## src/rtl/hazard_ctrl.sv

```systemverilog
`default_nettype none
// ============================================================================
// Module  : hazard_ctrl
// Brief   : Pipeline stall controller for load-use, ID-stage branch operands
//           and HI/LO accesses behind the mult/div unit; stall perf counter.
// Revision: 1.0
// ============================================================================
module hazard_ctrl #(
  parameter int MULT_CYCLES = 5,
  parameter int DIV_CYCLES  = 32,
  parameter int PERF_W      = 16
) (
  input  logic              clk,
  input  logic              reset,
  input  logic [4:0]        IFID_rs,
  input  logic [4:0]        IFID_rt,
  input  logic              id_use_rs,
  input  logic              id_use_rt,
  input  logic              id_branch,
  input  logic              id_md,
  input  logic              RegWriteE,
  input  logic              MemtoRegE,
  input  logic [4:0]        IDEX_WA,
  input  logic              MemtoRegM,
  input  logic [4:0]        EXMEM_WA,
  input  logic              ex_mult,
  input  logic              ex_div,
  output logic              StallF,
  output logic              StallD,
  output logic              FlushE,
  output logic              md_busy,
  output logic              md_done,
  output logic [PERF_W-1:0] stall_cycles
);

  localparam logic [5:0] MULT_LOAD = 6'(MULT_CYCLES);
  localparam logic [5:0] DIV_LOAD  = 6'(DIV_CYCLES);

  logic [5:0] md_cnt;
  logic       rs_e, rt_e, rs_m, rt_m;
  logic       lw_stall, br_stall, md_stall, stall;
  logic       md_start;

  // Register $0 is hardwired, so a zero destination never matches.
  assign rs_e = id_use_rs && (IFID_rs == IDEX_WA)  && (IDEX_WA  != 5'd0);
  assign rt_e = id_use_rt && (IFID_rt == IDEX_WA)  && (IDEX_WA  != 5'd0);
  assign rs_m = id_use_rs && (IFID_rs == EXMEM_WA) && (EXMEM_WA != 5'd0);
  assign rt_m = id_use_rt && (IFID_rt == EXMEM_WA) && (EXMEM_WA != 5'd0);

  assign md_start = ex_mult || ex_div;
  assign md_busy  = (md_cnt != 6'd0);

  assign lw_stall = MemtoRegE && (rs_e || rt_e);
  assign br_stall = id_branch && ((RegWriteE && (rs_e || rt_e)) ||
                                  (MemtoRegM && (rs_m || rt_m)));
  assign md_stall = id_md && (md_busy || md_start);
  assign stall    = lw_stall || br_stall || md_stall;

  assign StallF = stall;
  assign StallD = stall;
  assign FlushE = stall;

  always_ff @(posedge clk or posedge reset) begin
    if (reset) begin
      md_cnt       <= 6'd0;
      md_done      <= 1'b0;
      stall_cycles <= '0;
    end else begin
      // A new start overrides any op in flight; div takes priority.
      if (ex_div)
        md_cnt <= DIV_LOAD;
      else if (ex_mult)
        md_cnt <= MULT_LOAD;
      else if (md_cnt != 6'd0)
        md_cnt <= md_cnt - 6'd1;

      md_done <= (md_cnt == 6'd1) && !md_start;

      if (stall && (stall_cycles != {PERF_W{1'b1}}))
        stall_cycles <= stall_cycles + PERF_W'(1);
    end
  end

endmodule
`default_nettype wire

```

## config.mk

```make
export PLATFORM = sky130hd
export DESIGN_NAME = hazard_ctrl
export DESIGN_NICKNAME = d
export VERILOG_FILES = /design/src/rtl/hazard_ctrl.sv
export SDC_FILE = /design/constraint.sdc
export NUM_CORES = 1
export LEC_CHECK = 0
export CAP_MARGIN = 10
export CORE_MARGIN = 2
export CORE_UTILIZATION = 49
export CTS_BUF_LIST = sky130_fd_sc_hd__clkbuf_8
export DETAILED_ROUTE_END_ITERATION = 7
export PLACE_DENSITY = 0.91
export SYNTH_ARGS = -nofsm -noshare
export SYNTH_HDL_FRONTEND = slang
export SYNTH_SLANG_ARGS = --single-unit
export TNS_END_PERCENT = 50
```

## constraint.sdc

```tcl
create_clock -name clk -period 8.8 [get_ports clk]
set_clock_uncertainty 0.1 [all_clocks]
set_input_delay 1.76 -clock clk [delete_from_list [all_inputs] [get_ports clk]]
set_output_delay 1.76 -clock clk [all_outputs]
set_load 0.02 [all_outputs]
```

==> results.txt <==
result of the run: finished, final reports clean
WL per Instance: 15.4 µm
series of cell instances along the critical path: clkdlybuf4s50_1 -> or3_1 -> o311a_1 -> a222oi_1 -> buf_4 -> inv_1 -> clkdlybuf4s50_1
Net count, final: 234
diode insertion count for antenna repair: 0
global-route wire length before repair: 5650 µm
clock sink count: 23
CTS buffer count: 3
Worst slew margin: 0.223
setup TNS: 0 ns
post-cts sizing count: 0
Yosys cell types: 28
antenna violation net count after detailed routing: 0
maximum ir drop on the vdd rail: 179 µV
classification of the worst setup path: primary input to output port
synth-to-layout area growth: 40.4%
Initial DRC Count: 48
initial core utilization: 0.514
xor/xnor share of the synthesized area: 0.222
detailed-route DRC error count: 0
crit-path max cell delay: 0.55 ns
kind of capture point of the worst setup path: output port
CP max-delay cell: sky130_fd_sc_hd__clkdlybuf4s50_1
proportion of synthesized chip area in sequential cells: 0.406
Total Die Area: 3340 µm²
Hold Buf Count CTS: 0
part of the power in combinational logic: 0.432
maxcap violations: 0
number of top-level design ports: 52
total iterations of the first detailed-routing run: 4
number of warnings reported in the yosys synthesis log: 0
count of final setup violators: 0
clock power share: 0.160
initial antenna violation count: 0
port bufs: 51
critical-path maximum fanout: 16
synthesized area per cell: 9.58 µm²
Overflow after GRT: 0
clock latency at the later pin of the worst-skew pair: 0.26 ns
internal power component: 0.253 mW
largest net degree at the start of global routing: 24
detailed-route wire length: 3530 µm
reported net switching power: 0.149 mW
share of final-layout standard cells stronger than drive strength 1: 0.0402
vias in the first global route: 1297
kind of launch point of the worst setup path: primary input
share of total power in sequential cells: 0.409
Critical Path Most Common Cell: sky130_fd_sc_hd__clkdlybuf4s50_1
simple logic cell fraction of the synthesized area: 0.226
count of final max-slew check failures: 0
final worst path period need: 6.01 ns
number of standard cells after synthesis: 148
data required time at the worst endpoint: 6.94 ns
total number of vias: 1283
Die Y: 57.8 µm
actual slew at the worst max-slew pin: 1.16 ns
total leakage power: 0.789 nW
horizontal extent of the die: 57.8 µm
proportion of total power due to net switching: 0.371
Max Fclk: 0.166 GHz
worst path arrival time: 4.15 ns
pwr dens: 202 nW/µm²
type of the most critical hold path: flip-flop to flip-flop
register clock-pin slew on the reported worst setup and hold paths: 0.08 ns
total track usage: 0.218
final period utilization: 0.683
number of setup buffers added after CTS: 0
TritonCTS clock tree: built
nets in the synthesized netlist: 182
fraction of synthesized area in multiplexers: 0.0229
synthesis-stage register bit count: 23
final standard cell utilization of the core: 0.722
RSZ-0062 raised after global routing: no
Avg Vias per Cell: 5.58
deepest level of the CTS H-tree: 1
number of rows created at floorplan: 19
core box area: 2760 µm²
clock root cell: sky130_fd_sc_hd__clkbuf_8
Longest Clk Path Bufs: 2
main combinational cell family by area after synthesis: simple AND/OR/NAND/NOR gates
final estimated routing congestion in global placement: 0.866
Hold Vio Cnt, Final: 0
synthesized-area fraction occupied by adder cells: 0.0265
fraction of the mapped netlist area in compound gates: 0.0556
netlist area before placement: 1420 µm²
DP Wirelength: 2840 µm
==> power groups by stage <==
stage,combinational [mW],sequential (mW),clock (mW)
after floorplan,0.0652,0.190,0
after global placement,0.171,0.164,0
after detailed placement,0.175,0.166,0
after CTS,0.175,0.164,0.0640
after global routing,0.186,0.171,0.0680
final,0.174,0.164,0.0642
==> placed cells by master, fill, tap and decap left out <==
cell / n
sky130_fd_sc_hd__nor2_2: 1
sky130_fd_sc_hd__o311a_1: 1
sky130_fd_sc_hd__clkdlybuf4s50_1: 51
sky130_fd_sc_hd__mux2i_1: 1
sky130_fd_sc_hd__o22ai_1: 2
sky130_fd_sc_hd__nor3_1: 7
sky130_fd_sc_hd__a2111oi_0: 1
sky130_fd_sc_hd__and3_1: 2
sky130_fd_sc_hd__or3_1: 3
sky130_fd_sc_hd__inv_1: 7
sky130_fd_sc_hd__ha_1: 3
sky130_fd_sc_hd__mux2_2: 2
sky130_fd_sc_hd__nor3b_1: 3
sky130_fd_sc_hd__dfrtp_1: 23
sky130_fd_sc_hd__buf_4: 1
sky130_fd_sc_hd__nor4_1: 8
sky130_fd_sc_hd__xnor2_1: 22
sky130_fd_sc_hd__nand3_1: 6
sky130_fd_sc_hd__a222oi_1: 1
sky130_fd_sc_hd__o21bai_1: 1
sky130_fd_sc_hd__nor4b_1: 3
sky130_fd_sc_hd__nor2_1: 8
sky130_fd_sc_hd__xor2_1: 14
sky130_fd_sc_hd__nand4_1: 6
sky130_fd_sc_hd__clkbuf_8: 3
sky130_fd_sc_hd__a21oi_1: 6
sky130_fd_sc_hd__nor4_2: 1
sky130_fd_sc_hd__nand2_1: 12
==> synth_stat cells <==
library cell | n | area share
sky130_fd_sc_hd__xnor2_1 | 22 | 0.14
sky130_fd_sc_hd__o311a_1 | 1 | 0.0071
sky130_fd_sc_hd__o21bai_1 | 1 | 0.0053
sky130_fd_sc_hd__a2111oi_0 | 1 | 0.0062
sky130_fd_sc_hd__nor4_1 | 9 | 0.040
sky130_fd_sc_hd__nand3_1 | 6 | 0.021
sky130_fd_sc_hd__dfrtp_1 | 23 | 0.41
sky130_fd_sc_hd__ha_1 | 3 | 0.026
sky130_fd_sc_hd__inv_1 | 6 | 0.016
sky130_fd_sc_hd__buf_2 | 1 | 0.0035
sky130_fd_sc_hd__clkbuf_1 | 1 | 0.0026
sky130_fd_sc_hd__nor2_2 | 1 | 0.0044
sky130_fd_sc_hd__nand2_1 | 12 | 0.032
sky130_fd_sc_hd__nor3_1 | 7 | 0.025
sky130_fd_sc_hd__nand4_1 | 6 | 0.026
sky130_fd_sc_hd__mux2_2 | 2 | 0.016
sky130_fd_sc_hd__a222oi_1 | 1 | 0.0071
sky130_fd_sc_hd__o22ai_1 | 2 | 0.0088
sky130_fd_sc_hd__buf_6 | 1 | 0.0079
sky130_fd_sc_hd__mux2i_1 | 1 | 0.0071
sky130_fd_sc_hd__and3_1 | 2 | 0.0088
sky130_fd_sc_hd__a21oi_1 | 6 | 0.021
sky130_fd_sc_hd__buf_4 | 2 | 0.011
sky130_fd_sc_hd__nor2_1 | 8 | 0.021
sky130_fd_sc_hd__nor3b_1 | 3 | 0.016
sky130_fd_sc_hd__xor2_1 | 14 | 0.086
sky130_fd_sc_hd__or3_1 | 3 | 0.013
sky130_fd_sc_hd__nor4b_1 | 3 | 0.019
==> final timing paths <==
| kind | from | end | slack (ns) | cells after the start |
|---|---|---|---|---|
| max reg2reg | stall_cycles[2] | stall_cycles[1] | 6.13 | 6 |
| min reg2reg | stall_cycles[4] | stall_cycles[4] | 0.39 | 1 |
| min in group asynchronous | reset | md_cnt[3] | 1.88 | 2 |
| max | EXMEM_WA[1] | StallF | 2.79 | 7 |
| min | stall_cycles[4] | stall_cycles[4] | 0.39 | 1 |
| max in group asynchronous | reset | stall_cycles[6] | 6.18 | 2 |
==> sequential cells by signal, indices dropped and copies added, names as in the netlist <==
register / flops
stall_cycles: 16
md_cnt: 6
md_done: 1
==> metrics by stage <==
stage / hold slack (ns) / setup WS [ns] / power [mW] / instances / cell area (µm²)
final: 0.392 / 2.79 / 0.402 / 230 / 1990
after global routing: 0.414 / 2.63 / 0.425 / 230 / 1990
after CTS: 0.395 / 2.77 / 0.403 / 230 / 1990
after detailed placement: 0.384 / 2.77 / 0.340 / 226 / 1950
after global placement: 0.377 / 2.83 / 0.334 / 226 / 1950
after floorplan: 0.450 / 3.32 / 0.255 / 148 / 1420
==> final cells by class <==
class	count	area, µm²
Timing Repair Buffer	52	518
Sequential cell	23	576
Tap cell	31	38.8
Clock inverter	1	3.75
Clock buffer	3	41.3
Multi-Input combinational cell	114	791
Inverter	6	22.5
Fill cell	213	767
==> routing by layer <==
metal / wire, µm / GRT usage
met4: 101 / 0.106
met5: 0 / 0
met1: 1430 / 0.255
met2: 1850 / 0.399
met3: 153 / 0.0156
==> kinds of logic (layout without fill, tap and decap cells) <==
logic type | count (synthesis) | count (layout)
buf+inv | 11 | 62
flops | 23 | 23
simple gates | 60 | 60
fa+ha+maj | 3 | 3
compound gates | 12 | 12
mux | 3 | 3
xor+xnor | 36 | 36
==> critical path, delay by kind of cell <==
kind                   cells  cell delay (ns)
buffers and inverters      4             1.40
AND/OR/NAND/NOR            1             0.39
AO/OA/AOI/OAI              2             0.60
Note: power is estimated with default switching activity, not from simulation.
